--- config.mk ---
export PLATFORM = sky130hd
export DESIGN_NAME = port_egress_buffer
export DESIGN_NICKNAME = d
export VERILOG_FILES = /design/src/rtl/port_pkg.sv /design/src/rtl/egress_fifo.sv /design/src/rtl/port_egress_buffer.sv
export SDC_FILE = /design/constraint.sdc
export NUM_CORES = 1
export LEC_CHECK = 0
export BUFFER_PORTS_ARGS = -buffer_cell sky130_fd_sc_hd__buf_2
export CAP_MARGIN = 20
export CORE_AREA = 2 2 123 125
export DETAILED_ROUTE_END_ITERATION = 16
export DIE_AREA = 0 0 125 127
export SYNTH_ARGS = -nofsm -noshare
export SYNTH_HDL_FRONTEND = slang
export SYNTH_SLANG_ARGS = --single-unit
--- constraint.sdc ---
create_clock -name clk -period 2.45 [get_ports clk]
set_input_delay 0.245 -clock clk [delete_from_list [all_inputs] [get_ports clk]]
set_output_delay 0.245 -clock clk [all_outputs]
set_load 0.05 [all_outputs]
--- src/rtl/port_pkg.sv ---
// Shared definitions for the switch output-port path: word field widths,
// packet class encoding and target-mask classification.
package port_pkg;

  localparam int DATA_W = 8;
  localparam int SRC_W  = 4;
  localparam int TGT_W  = 4;
  localparam int WORD_W = DATA_W + SRC_W + TGT_W;

  typedef enum logic [1:0] {
    KIND_UNKNOWN = 2'd0,
    KIND_SINGLE  = 2'd1,
    KIND_MULTI   = 2'd2,
    KIND_BCAST   = 2'd3
  } pkt_kind_t;

  // One-hot test: clearing the lowest set bit of a non-zero mask leaves zero.
  function automatic pkt_kind_t classify_target(input logic [TGT_W-1:0] tgt);
    if (tgt == '0)
      return KIND_UNKNOWN;
    else if (tgt == '1)
      return KIND_BCAST;
    else if ((tgt & (tgt - TGT_W'(1))) == '0)
      return KIND_SINGLE;
    else
      return KIND_MULTI;
  endfunction

endpackage

--- src/rtl/egress_fifo.sv ---
// Packet FIFO for the egress buffer: power-of-two depth, naturally wrapping
// pointers, head word visible combinationally at rdata.
module egress_fifo #(
  parameter int WIDTH = 18,
  parameter int DEPTH = 4
) (
  input  logic             clk,
  input  logic             reset,
  input  logic             push,
  input  logic             pop,
  input  logic [WIDTH-1:0] wdata,
  output logic [WIDTH-1:0] rdata,
  output logic             empty,
  output logic             full
);

  localparam int AW = (DEPTH > 1) ? $clog2(DEPTH) : 1;
  localparam int CW = $clog2(DEPTH) + 1;

  logic [WIDTH-1:0] mem [DEPTH];
  logic [AW-1:0]    wr_ptr, rd_ptr;
  logic [CW-1:0]    count;
  logic             do_push, do_pop;

  assign full    = (count == CW'(DEPTH));
  assign empty   = (count == '0);
  assign do_push = push && !full;
  assign do_pop  = pop && !empty;
  assign rdata   = mem[rd_ptr];

  always_ff @(posedge clk) begin
    if (do_push)
      mem[wr_ptr] <= wdata;
  end

  always_ff @(posedge clk or negedge reset) begin
    if (!reset) begin
      wr_ptr <= '0;
      rd_ptr <= '0;
      count  <= '0;
    end else begin
      if (do_push)
        wr_ptr <= wr_ptr + AW'(1);
      if (do_pop)
        rd_ptr <= rd_ptr + AW'(1);
      case ({do_push, do_pop})
        2'b10:   count <= count + CW'(1);
        2'b01:   count <= count - CW'(1);
        default: count <= count;
      endcase
    end
  end

endmodule

--- src/rtl/port_egress_buffer.sv ---
// Egress buffer for one switch output port: filters misrouted words, classifies
// and queues the rest, and keeps saturating per-class statistics.
module port_egress_buffer
  import port_pkg::*;
#(
  parameter int PORT_ID = 0,
  parameter int DEPTH   = 4
) (
  input  logic        clk,
  input  logic        reset,
  input  logic [15:0] data_op,
  input  logic        valid_op,
  output logic        suspend_op,
  output logic [15:0] pkt_data,
  output logic [1:0]  pkt_kind,
  output logic        pkt_valid,
  input  logic        pkt_ready,
  input  logic        clr,
  output logic [7:0]  cnt_single,
  output logic [7:0]  cnt_multi,
  output logic [7:0]  cnt_bcast,
  output logic [7:0]  cnt_err
);

  localparam int ENTRY_W = WORD_W + 2;

  logic [TGT_W-1:0]   tgt;
  pkt_kind_t          in_kind;
  logic               misrouted, accept, push, err_inc, pop;
  logic               fifo_empty, fifo_full;
  logic [ENTRY_W-1:0] head;

  assign tgt       = data_op[TGT_W-1:0];
  assign in_kind   = classify_target(tgt);
  assign misrouted = (tgt == '0) || !tgt[PORT_ID];
  // suspend_op is a pure register decode, so accept never loops back through it
  assign accept    = valid_op && !suspend_op;
  assign push      = accept && !misrouted;
  assign err_inc   = accept && misrouted;
  assign pop       = pkt_valid && pkt_ready;

  egress_fifo #(
    .WIDTH (ENTRY_W),
    .DEPTH (DEPTH)
  ) u_fifo (
    .clk   (clk),
    .reset (reset),
    .push  (push),
    .pop   (pop),
    .wdata ({in_kind, data_op}),
    .rdata (head),
    .empty (fifo_empty),
    .full  (fifo_full)
  );

  assign suspend_op = fifo_full;
  assign pkt_valid  = !fifo_empty;
  assign pkt_data   = pkt_valid ? head[WORD_W-1:0] : '0;
  assign pkt_kind   = pkt_valid ? head[ENTRY_W-1:WORD_W] : 2'd0;

  always_ff @(posedge clk or negedge reset) begin
    if (!reset) begin
      cnt_single <= '0;
      cnt_multi  <= '0;
      cnt_bcast  <= '0;
      cnt_err    <= '0;
    end else if (clr) begin
      cnt_single <= '0;
      cnt_multi  <= '0;
      cnt_bcast  <= '0;
      cnt_err    <= '0;
    end else begin
      if (push && in_kind == KIND_SINGLE && cnt_single != 8'hFF)
        cnt_single <= cnt_single + 8'd1;
      if (push && in_kind == KIND_MULTI && cnt_multi != 8'hFF)
        cnt_multi <= cnt_multi + 8'd1;
      if (push && in_kind == KIND_BCAST && cnt_bcast != 8'hFF)
        cnt_bcast <= cnt_bcast + 8'd1;
      if (err_inc && cnt_err != 8'hFF)
        cnt_err <= cnt_err + 8'd1;
    end
  end

endmodule

* Word level (Yosys, flattened, before mapping)
Memory sizes are Yosys's and may differ from the RTL's.
Cells that the tools add are included.
** Storage, ports and cells
- Word-level logic and storage cells :: 71
- Register bits :: 39
- Memories :: 1
- Bits in writable memories :: 72
- Bits of input ports :: 21
** Cells by class
- Add/sub/neg operators :: 9
- Equality and inequality tests :: 11
- Reductions and logical operators :: 26
- Bitwise operators :: 1
- Multiplexer cells :: 16
** Memory list
- u_fifo.mem :: depth 4, bits a word 18, rd ports 1, clocked after memory_dff 0, wr ports 1, RTL line egress_fifo.sv:20 : logic [WIDTH-1:0] mem [DEPTH];
** Operators with widths (number)
- 8-bit 2-to-1 mux :: 8
- 8-bit by 1-bit adder with 8-bit output (second input constant) :: 4
- 8-bit != test (second input constant) :: 4
- 16-bit 2-to-1 mux :: 1
- 1-bit logical AND :: 13
- 2-bit nonzero test :: 5
- 4-bit zero test :: 2
- 2-bit 2-to-1 mux :: 4
- 2-bit == test (second input constant) :: 3
- 3-bit one-hot mux with 2 select lines :: 1
- 2-bit by 1-bit adder with 2-bit output (second input constant) :: 2
- 4-bit AND :: 1
- 2-bit by 1-bit == test with 1-bit output (second input constant) :: 2
- 4-bit == test (second input constant) :: 1
- 1-bit zero test :: 4
- 4-bit by 1-bit subtractor with 4-bit output (second input constant) :: 1
- 3-bit by 1-bit adder with 3-bit output (second input constant) :: 1
- 3-bit == test (second input constant) :: 1
- 3-bit zero test :: 1
- 3-bit by 1-bit subtractor with 3-bit output (second input constant) :: 1
- 1-bit 2-to-1 mux :: 2
- 1-bit logical OR :: 1

* Depth between registers and ports, before layout
Gate-level depths: netlist of run 1.
- Depth after elaboration :: 11
- Gate-level depth with buffers :: 11

* Hierarchy
From an unflattened synthesis of run 1, not the netlist that was laid out.
** Second synthesis, totals
- Cells, all modules :: 346
- Area, all modules :: 4951.0 um^2
** Modules (own cells, without submodules)
- egress_fifo :: sequential area each 2337.2 um^2, area an instance 3037.9 um^2, instances 1, cells an instance 131
- port_egress_buffer :: sequential area each 800.8 um^2, area an instance 1913.1 um^2, instances 1, cells an instance 215

* Least setup slack after synthesis of run 1
No wires, ideal clock.
- Path kind :: register -> register
- Start :: register u_fifo.count[0]
- End :: register u_fifo.count[2]
- Arrival :: 2.208 ns
- Slack :: 0.163 ns
- Setup time :: 0.079 ns
- Required time :: 2.371 ns
- Stages on the path, launching flop included :: 12
- Cells stage by stage :: dfrtp_1 -> or3b_1 -> buf_4 -> inv_4 -> nor2_2 -> inv_1 -> ha_1 -> inv_1 -> fa_1 -> xor2_1 -> nor2_1 -> xor2_1
** On the way
- Word-level cells in the longest chain between the ends :: 7
- Elaborated cells between the ends (all ways) :: 15
** Ends and longest elaborated chain
- from (decl) :: RTL line egress_fifo.sv:22 : logic [CW-1:0] count;
- from (signal assigned) :: RTL line egress_fifo.sv:47 : 2'b10: count <= count + CW'(1);
- from (signal assigned) :: RTL line egress_fifo.sv:48 : 2'b01: count <= count - CW'(1);
- from (signal assigned) :: RTL line egress_fifo.sv:49 : default: count <= count;
- 3-bit == test (*) :: RTL line egress_fifo.sv:25 : assign full = (count == CW'(DEPTH));
- named net suspend_op :: RTL line port_egress_buffer.sv:13 : output logic suspend_op,
- 1-bit zero test (*) :: RTL line egress_fifo.sv:27, port_egress_buffer.sv:37
- 1-bit logical AND :: RTL line port_egress_buffer.sv:37 : assign accept = valid_op && !suspend_op;
- 1-bit logical AND :: RTL line port_egress_buffer.sv:38 : assign push = accept && !misrouted;
- 1-bit logical AND (*) :: RTL line egress_fifo.sv:27 : assign do_push = push && !full;
- 2-bit by 1-bit == test with 1-bit output / 2-bit == test (equally long branches) :: RTL line egress_fifo.sv:46 : case ({do_push, do_pop})
- 3-bit one-hot mux with 2 select lines / 2-bit nonzero test (equally long branches)
The timed path passes the listed nets; every way through them passes the cells marked *.
A chain may end at the register's enable or synchronous reset.

* Final worst setup path of run 1
- Start :: register u_fifo.count[0]
- End :: register u_fifo.count[2]
** On the way
- Word-level cells in the longest chain between the ends :: 7
- Elaborated cells between the ends (all ways) :: 15
** Ends and longest elaborated chain (RTL line)
- 3-bit == test :: egress_fifo.sv:25
- 1-bit zero test :: egress_fifo.sv:27, port_egress_buffer.sv:37
- 1-bit logical AND :: port_egress_buffer.sv:37
- 1-bit logical AND :: port_egress_buffer.sv:38
- 1-bit logical AND :: egress_fifo.sv:27
- 2-bit by 1-bit == test with 1-bit output / 2-bit == test (equally long branches) :: egress_fifo.sv:46
- 3-bit one-hot mux with 2 select lines / 2-bit nonzero test (equally long branches)
Several ways; a longest one is shown, not always the timed one.

==> results of run 1 <==
## worst max path at each step
stage / endpoint / slack, ns / cells past startpoint
final: u_fifo.count[2] / 0.18 / 10
after CTS: u_fifo.count[2] / 0.14 / 10
after detailed placement: u_fifo.count[2] / 0.17 / 10
after floorplan: u_fifo.count[2] / 0.16 / 11
after global placement: u_fifo.count[2] / 0.26 / 10
after global routing: u_fifo.count[2] / 0.07 / 10
## layer usage
layer / vias to the layer above / GRT usage [%] / share of wire (%)
li1: 1524 / - / -
met1: 1584 / 17.2 / 45
met2: 77 / 21.8 / 48
met3: 12 / 4.69 / 5.4
met4: 0 / 3.53 / 1.2
met5: - / 0 / 0
## per-stage QoR
step	total power [mW]	hold slack [ns]	util (%)
after floorplan	4.06	-0.0506	-
after global placement	4.59	0.422	38.5
after detailed placement	4.62	0.418	38.5
after CTS	6.10	0.0249	40.6
after global routing	6.32	0.0646	40.6
final	6.01	0.00324	40.6
## synth_stat cells (all sizes together)
cell type  instances  area [µm²]
o211ai             1        12.5
nand4              6        37.5
maj3               1        10.0
a211oi             1        7.51
or3b               1        8.76
a311oi             3        26.3
fa                 1        20.0
nand2b             3        18.8
o41ai              3        26.3
xor2               5        43.8
nor2b              6        37.5
nand2             11        41.3
mux4              18         405
xnor2              3        26.3
nor2              14        55.1
edfxtp            72        2160
a41o               1        10.0
buf                9        46.3
and3               9        56.3
nor3               5        25.0
mux2               1        11.3
or3               10        67.6
o211a              1        10.0
o21ai             16        80.1
and2              20         125
o31ai              9        67.6
a21oi             23         115
nor4               5        61.3
a31oi              2        12.5
inv               14        55.1
a31o               1        8.76
dfrtp             39         976
ha                 9         113
nand3             16        80.1
mux2i              3        30.0
or4                9        67.6
clkbuf             7        26.3
## area by class of cell
cell class | count | area (µm²)
Clock buffer | 9 | 225
Clock inverter | 7 | 78.8
Fill cell | 1367 | 8570
Inverter | 14 | 55.1
Multi-Input combinational cell | 217 | 1720
Sequential cell | 111 | 3140
Tap cell | 184 | 230
Timing Repair Buffer | 77 | 410
## kinds of logic after synthesis
family,after synthesis
flops,111
xor+xnor,8
buf+inv,30
fa+ha+maj,11
simple gates,115
mux,22
compound gates,61
## sequential cells by signal, indices dropped and copies added (netlist names)
signal,flops
u_fifo.count,3
u_fifo.mem,72
cnt_err,8
cnt_bcast,8
u_fifo.rd_ptr,2
u_fifo.wr_ptr,2
cnt_multi,8
cnt_single,8
## where the power goes
part,total [mW],internal (mW),switching [mW],leakage [nW]
Clock,1.46,0.731,0.733,0.150
Combinational,2.23,0.739,1.49,0.895
Sequential,2.31,2.21,0.107,1.18
Total,6.01,3.68,2.33,2.23
==> impl_results.md, run 1 <==
- Final setup fails: 0
- Largest net degree at the start of global routing: 40
- Clock Skews: 0.00910 ns
- Total GRT Usage: 13.4%
- Area share of xor/xnor cells in the synthesized design: 1.41%
- P_leak: 2.23 nW
- Register area share after synthesis: 63.0%
- Total Neg Setup Slack: 0 ns
- Mapped Nets: 389
- DR iter-0 viols: 263
- Layout Area Growth over Synthesis: 17.5%
- Final hold viol count: 0
- Compound-Gate Fraction of Synth Area: 7.56%
- CTS tree: built
- HP Class: input port to asynchronous set/reset pin
- Pins Over Slew Limit: 0
- Clock H-tree levels: 3
- Nets: 461
- Slew @ Worst Pin: 1.07 ns
- GPL Wtd Cong: slightly below 0.8
- Die area: 15900 µm²
- R2R Path Start: u_fifo.count[0]
- Vias post-DR: around 3200
- Synthesized area per cell: 13.9 µm²
- Initial antenna violation count: 0
- RSZ-0062 raised after global routing: no
- Clock latency on the worst-skew pair: between 0.3 and 0.4 ns
- CTS buffer count: 9
- Post-CTS setup buffer count: 0
- Critical Path Sink Type: register
- CP Class: register to register
- Synth warn: 0
- Pwr Density: 1030 nW/µm²
- Tcrit/Tclk final: between 90 and 100%
- Crit path launch type: register
- Height of the die: approximately 130 µm
- Grt ovf: 0
- Hold-fix buffers at CTS: 0
- Io pins: 73
- Slew HR: 28.9%
- R2r setup slk: approximately 0.18 ns
- Clock transition at path regs: 0.07 ns
- Mux share of post-synthesis cell area: 8.96%
- Number of global-route vias before repair: approximately 3200
- Post-cts sizing count: 0
- Crit path max fanout: 6
- Drt drc: 0
- Crit path arrival time: 2.55 ns
- Worst Setup SP: u_fifo.count[0]
- Peak VDD IR: 468 µV
- Critical-path cell list: or3b_1, inv_4, nor2_2, inv_1, ha_1, inv_1, fa_1, xor2_1, nor2_1, xor2_1
- Clk buf depth: 2
- Tmin final: approximately 2.3 ns
- First-pass GRT wire length: 16800 µm
- Area of placed instances: 5550 µm²
- Max stage delay on crit path: 0.45 ns
- Largest family of logic cells by synthesized area: simple AND/OR/NAND/NOR gates
- DPL Wire Length: 6780 µm
- DRT Wirelength: between 10000 and 15000 µm
- Register bit total from synthesis: 111
- Ant diodes: 0
- Critical path buffers and inverters: 3
- R2R depth: 10
- Post-synthesis adder-cell area fraction: under 10%
- Max cap viols: 0
- Post-route ant nets: 0
- DP Worst Slack: 0.169 ns
- Post-DR wirelength/cell: between 15 and 20 µm
- Via/cell ratio: 5.16
- Die W: between 100 and 150 µm
- Non-Filler Instances: 619
- Design area: around 5900 µm²
- FMAX: ~440 MHz
- WP data required: 2.73 ns
- Layout cells sized above 1: 27.1%
- Initial Util: between 30% and 40%
- Delay-heaviest family, CP: simple AND/OR/NAND/NOR gates
- Drt first pass iters: 7
- Core area: 14400 µm²
- Dpl cells: 603
- RR Endpoint: u_fifo.count[2]
- Outcome: finished clean
- Netlist cell types: between 40 and 50
- Mapped Cells: 358
- PnR worst setup slack: around 0.18 ns
- Core Rows: 44
- CTS sink cnt: 111
- Post-Synth Simple-Gate Area: between 10% and 20%
- Most frequent cells in the layout: buf_2 (72), edfxtp_1 (72), dfrtp_1 (39), a21oi_1 (23), and2_1 (20)
- Mapped cell area: 4980 µm²
- IO buf count: between 70 and 80
- Buffer type at the clock tree root: clkbuf_16
- Slowest stage cell, crit path: or3b_1
Note: power is estimated with default switching activity, not from simulation.
==> run 2: changes to the inputs <==
--- a/config.mk
+++ b/config.mk
@@ -10,6 +10,7 @@
 export CORE_AREA = 2 2 123 125
 export DETAILED_ROUTE_END_ITERATION = 16
 export DIE_AREA = 0 0 125 127
+export PLACE_DENSITY_LB_ADDON = 0.3
 export SYNTH_ARGS = -nofsm -noshare
 export SYNTH_HDL_FRONTEND = slang
 export SYNTH_SLANG_ARGS = --single-unit
==> run 2 against run 1 <==
  * Combinational power about the same
  * Non-clock buffer count is 1 lower
  * Worst hold slack improved by 0.015 ns
  * Clock skew shrank 0.0049 ns
  * Cell area decreased by 0.49%
  * Wire length grew 0.15%
  * Highest routed layer unchanged
  * Count of clock-buffer cells in the layout is 1 higher
  * Fmax is 1.4% higher
  * Sequential cell count did not move
  * Total power down 1.1%
  * Final cell count decreased by 0.16%
==> impl_results.md, run 2 (synthesized netlist as in run 1, its figures left out) <==
- DP Worst Slack: 0.164 ns
- Pwr Total: about 6 mW
- Vias post-DR: 3199
- Internal: between 3 and 4 mW
- Layout cells sized above 1: 27.0%
- Layout Area Growth over Synthesis: 16.9%
- Post-DR wirelength/cell: between 15 and 20 µm
- Switching portion of total power: 38.5%
- Via/cell ratio: 5.18
- Initial Util: 34.6%
- Area of placed instances: roughly 5500 µm²
- Clock latency on the worst-skew pair: 0.35 ns
- Core area: 14400 µm²
- Slew HR: 34.0%
- P_leak: 2.21 nW
- Initial antenna violation count: 0
- CP Class: register to register
- Max reg flops: a little over 70
- Tcrit/Tclk final: 91.5%
- Nets: 460
- Clock share of power: 23.4%
- Total Neg Setup Slack: 0 ns
- CTS sink cnt: 111
- Switching pwr: approximately 2.3 mW
- Pins Over Slew Limit: 0
- PnR worst setup slack: 0.208 ns
- Crit path max fanout: 6
- Core Rows: 44
- Clock transition at path regs: 0.07 ns
- Post-route ant nets: 0
- Clk buf depth: 2
- Height of the die: 127 µm
- Most frequent cells in the layout: buf_2 (72), edfxtp_1 (72), dfrtp_1 (39), a21oi_1 (23), and2_1 (20)
- Buffer type at the clock tree root: clkbuf_16
- FMAX: approximately 450 MHz
- IO buf count: a little over 70
- HP Class: input port to asynchronous set/reset pin
- Ant diodes: 0
- Slew @ Worst Pin: between 0.9 and 1 ns
- DPL Wire Length: ~6700 µm
- Crit path launch type: register
- WP data required: roughly 2.7 ns
- CTS buffer count: 9
- Design area: 5830 µm²
- Grt ovf: 0
- Comb pwr share: 37.8%
- Clock H-tree levels: 3
- Drt drc: 0
- First-pass GRT wire length: 17300 µm
- Number of global-route vias before repair: 3353
- Io pins: 73
- Tmin final: about 2.2 ns
- Hold slack: 0.0186 ns
- Peak VDD IR: 393 µV
- GPL Wtd Cong: 0.759
- DRT Wirelength: 10200 µm
- Pwr Density: 1020 nW/µm²
- CTS tree: built
- Clock Skews: 0.00421 ns
- Max cap viols: 0
- RSZ-0062 raised after global routing: no
- Final setup fails: 0
- Outcome: finished clean
- Die W: around 130 µm
- Largest Register: u_fifo.mem
- Drt first pass iters: 6
- Critical Path Sink Type: register
- Largest net degree at the start of global routing: 40
- Die area: between 15000 and 20000 µm²
- Power share of the sequential group: 38.8%
- DR iter-0 viols: ~210
- Crit path arrival time: about 2.5 ns
- Total GRT Usage: between 10% and 20%
- Post-CTS setup buffer count: 0
- Final hold viol count: 0
[run 2: path summary, 6_finish.rpt]
kind / start / to / slack [ns] / cells past startpoint
setup / recovery: u_fifo.count[0] / u_fifo.count[2] / 0.21 / 10
hold / removal: reset / cnt_err[0] / 0.02 / 1
setup reg to reg: u_fifo.count[0] / u_fifo.count[2] / 0.21 / 10
hold reg to reg: u_fifo.count[2] / u_fifo.count[2] / 0.50 / 1
max in group asynchronous: reset / cnt_single[6] / 1.86 / 1
min in group clk: data_op[8] / u_fifo.mem[3][8] / 0.11 / 1
[run 2: area by class of cell]
cell class / count / area [µm²]
Multi-Input combinational cell: 217 / 1720
Tap cell: 184 / 230
Fill cell: 1396 / 8600
Clock inverter: 6 / 51.3
Timing Repair Buffer: 76 / 403
Clock buffer: 10 / 229
Inverter: 14 / 55.1
Sequential cell: 111 / 3140
[run 2: metrics by stage]
stage / std cells / utilization, %
3_3_place_gp: 602 / 38.4
2_1_floorplan: 358 / -
4_1_cts: 618 / 40.4
3_5_place_dp: 602 / 38.4
5_1_grt: 618 / 40.4
6_report: 618 / 40.4
[run 2: timing repair]
item / in CTS / in global routing
setup endpoints to repair: 0 / 1
gates resized for setup: 0 / 1
hold buffers: 0 / 0
[run 2: critical path, stage by stage (launching register included)]
cell     delay [ns]
dfrtp_1        0.41
or3b_4         0.43
inv_4          0.11
nor2_2         0.08
inv_1          0.07
ha_1           0.18
inv_1          0.06
fa_1           0.37
xor2_1         0.15
nor2_1         0.11
xor2_1         0.17
[run 2: power groups by stage]
stage,Sequential [mW],Clock (mW),Combinational (mW)
after floorplan,2.32,0,1.74
after global placement,2.33,0,2.25
after detailed placement,2.34,0,2.29
after CTS,2.30,1.44,2.29
after global routing,2.33,1.52,2.42
final,2.30,1.39,2.25
[run 2: metal layers]
| layer | track usage (%) | up-vias | share of wire (%) |
|---|---|---|---|
| li1 | - | 1521 | - |
| met1 | 17.8 | 1590 | 45 |
| met2 | 22.5 | 77 | 48 |
| met3 | 4.15 | 11 | 5.5 |
| met4 | 3.92 | 0 | 1.2 |
| met5 | 0 | - | 0 |
==> run 3: changes to the inputs <==
--- a/config.mk
+++ b/config.mk
@@ -7,9 +7,9 @@
 export LEC_CHECK = 0
 export BUFFER_PORTS_ARGS = -buffer_cell sky130_fd_sc_hd__buf_2
 export CAP_MARGIN = 20
-export CORE_AREA = 2 2 123 125
+export CORE_AREA = 2 2 94 163
 export DETAILED_ROUTE_END_ITERATION = 16
-export DIE_AREA = 0 0 125 127
+export DIE_AREA = 0 0 96 165
 export PLACE_DENSITY_LB_ADDON = 0.3
 export SYNTH_ARGS = -nofsm -noshare
 export SYNTH_HDL_FRONTEND = slang
==> run 3 against run 2 <==
  * Clock skew is 0.0014 ns higher
  * Sequential cell count is the same
  * Register-to-register slack hardly changed
  * Critical path depth stayed put
  * Via count up 0.75%
  * Highest routed layer unchanged
  * Cell area is 0.84% higher
  * Total power is 1.7% higher
  * Wire length rose by 0.50%
  * Sequential power about the same
==> impl_results.md, run 3 (synthesized netlist as in run 1, its figures left out) <==
- Outcome: finished clean
- First-pass GRT wire length: 17100 µm
- R2R depth: 10
- Die area: 15800 µm²
- Internal: 3.69 mW
- Clock latency on the worst-skew pair: 0.34 ns
- Drt first pass iters: 4
- P_leak: between 2 and 2.5 nW
- R2r setup slk: a little under 0.2 ns
- Fin util: 40.7%
- Clk buf depth: 2
- Post-route ant nets: 0
- R2R Path Start: u_fifo.count[0]
- Height of the die: 165 µm
- CP Class: register to register
- Nets: 462
- Crit path launch type: register
- Worst Setup SP: u_fifo.count[0]
- Die W: 96 µm
- Max stage delay on crit path: 0.44 ns
- Pins Over Slew Limit: 0
- Io pins: 73
- Layout cells sized above 1: between 20 and 30%
- DRT Wirelength: between 10000 and 15000 µm
- Clock Skews: 0.00565 ns
- CTS buffer count: 9
- WP data required: 2.72 ns
- Hold-fix buffers at CTS: 0
- Peak VDD IR: 560 µV
- Tmin final: 2.25 ns
- RR Endpoint: u_fifo.count[2]
- Slew @ Worst Pin: 0.991 ns
- Slew HR: 34.0%
- Post-DR wirelength/cell: 16.7 µm
- Vias post-DR: approximately 3200
- Most frequent cells in the layout: buf_2 (72), edfxtp_1 (72), dfrtp_1 (39), a21oi_1 (23), and2_1 (20)
- Crit path arrival time: between 2 and 3 ns
- Critical-path cell list: or3b_4, inv_4, nor2_2, inv_1, ha_1, inv_1, fa_1, xor2_1, nor2_1, xor2_1
- DPL Wire Length: between 6000 and 7000 µm
- Largest net degree at the start of global routing: 40
- Clock share of power: around a quarter
- GPL Wtd Cong: 0.799
- Critical Path Sink Type: register
- Core Rows: 58
- Largest Register: u_fifo.mem
- Tcrit/Tclk final: 91.9%
- Ant diodes: 0
- FMAX: 444 MHz
- Slowest stage cell, crit path: or3b_4
- Max cap viols: 0
- Layout Area Growth over Synthesis: 17.9%
- Core area: 14400 µm²
- Worst setup path end: u_fifo.count[2]
- Design area: 5880 µm²
- RSZ-0062 raised after global routing: no
- DP Worst Slack: 0.196 ns
- Switching portion of total power: 38.8%
- PnR worst setup slack: a little under 0.2 ns
- Dpl cells: 600
- Total GRT Usage: 14.0%
- Area of placed instances: 5550 µm²
- Drt drc: 0
- Non-Filler Instances: 616
- Max reg flops: 72
- Final setup fails: 0
- Final hold viol count: 0
- Switching pwr: 2.34 mW
- CTS sink cnt: 111
- Initial Util: 34.5%
- Comb pwr share: 36.8%
- Crit path depth: 10
- Initial antenna violation count: 1
- Pwr Density: 1030 nW/µm²
- HP Class: input port to asynchronous set/reset pin
- Crit path max fanout: 6
- Buffer type at the clock tree root: clkbuf_16
- Via/cell ratio: around 5.2
- Critical path buffers and inverters: 3
- CTS tree: built
- Total Neg Setup Slack: 0 ns
- Clock transition at path regs: 0.08 ns
- Number of global-route vias before repair: 3355
- Power share of the sequential group: 38.3%
- DR iter-0 viols: 102
- Delay-heaviest family, CP: simple AND/OR/NAND/NOR gates
- Grt ovf: 0
- Clock H-tree levels: 3
- IO buf count: 72
## run 3: changes by cell type in the layout (fill, tap and decap cells not counted)
cell,before,now
clkinv_2,1,0
inv_6,3,2
buf_4,3,5
clkinv_8,0,4
clkbuf_1,1,0
clkinv_4,1,0
## run 3: worst min path at each step
stage	start	endpoint	slack, ns	depth (start not counted)
6_report	reset	cnt_err[1]	0.02	1
3_3_place_gp	reset	cnt_err[2]	0.43	1
5_1_grt	reset	cnt_err[4]	0.1	1
2_1_floorplan	reset	cnt_bcast[0]	-0.05	0
4_1_cts	reset	cnt_err[2]	0.05	1
3_5_place_dp	reset	cnt_err[2]	0.43	1
## run 3: final cells by class
class / count / area, µm²
clock buffer: 9 / 225
clock inverter: 7 / 93.8
fill: 1354 / 8570
inverter: 14 / 55.1
multi-input combinational: 217 / 1720
sequential: 111 / 3140
tap: 180 / 225
timing repair buffer: 78 / 418
## run 3: power groups by stage
stage	Clock [mW]	Sequential (mW)	Combinational [mW]
after floorplan	0	2.32	1.74
after global placement	0	2.34	2.24
after detailed placement	0	2.36	2.26
after CTS	1.54	2.32	2.26
after global routing	1.63	2.33	2.41
final	1.51	2.31	2.22
## run 3: per-stage QoR
step | total power [mW] | hold slack, ns
4_1_cts | 6.12 | 0.0537
2_1_floorplan | 4.06 | -0.0506
3_5_place_dp | 4.61 | 0.431
6_report | 6.04 | 0.0202
5_1_grt | 6.37 | 0.0985
3_3_place_gp | 4.58 | 0.429
## run 3: repair_timing
item                                    in CTS  in global routing
endpoints found under the setup margin       0                  1
resized for setup                            0                  1
endpoints found under the hold margin        0                  0
buffers inserted                             0                  0
## run 3: per-layer routing
metal,vias up,GRT usage [%],part of all wire [%]
li1,1524,-,-
met1,1613,17.0,40
met2,76,24.1,53
met3,10,3.60,5.2
met4,0,4.03,1.5
met5,-,0,0
## run 3: worst reg2reg max path, delay by kind of cell (launching register included)
kind | cells | cell delay, ns
xor+xnor | 2 | 0.30
fa+ha+maj | 2 | 0.56
buf+inv | 3 | 0.27
flops | 1 | 0.43
simple gates | 3 | 0.64
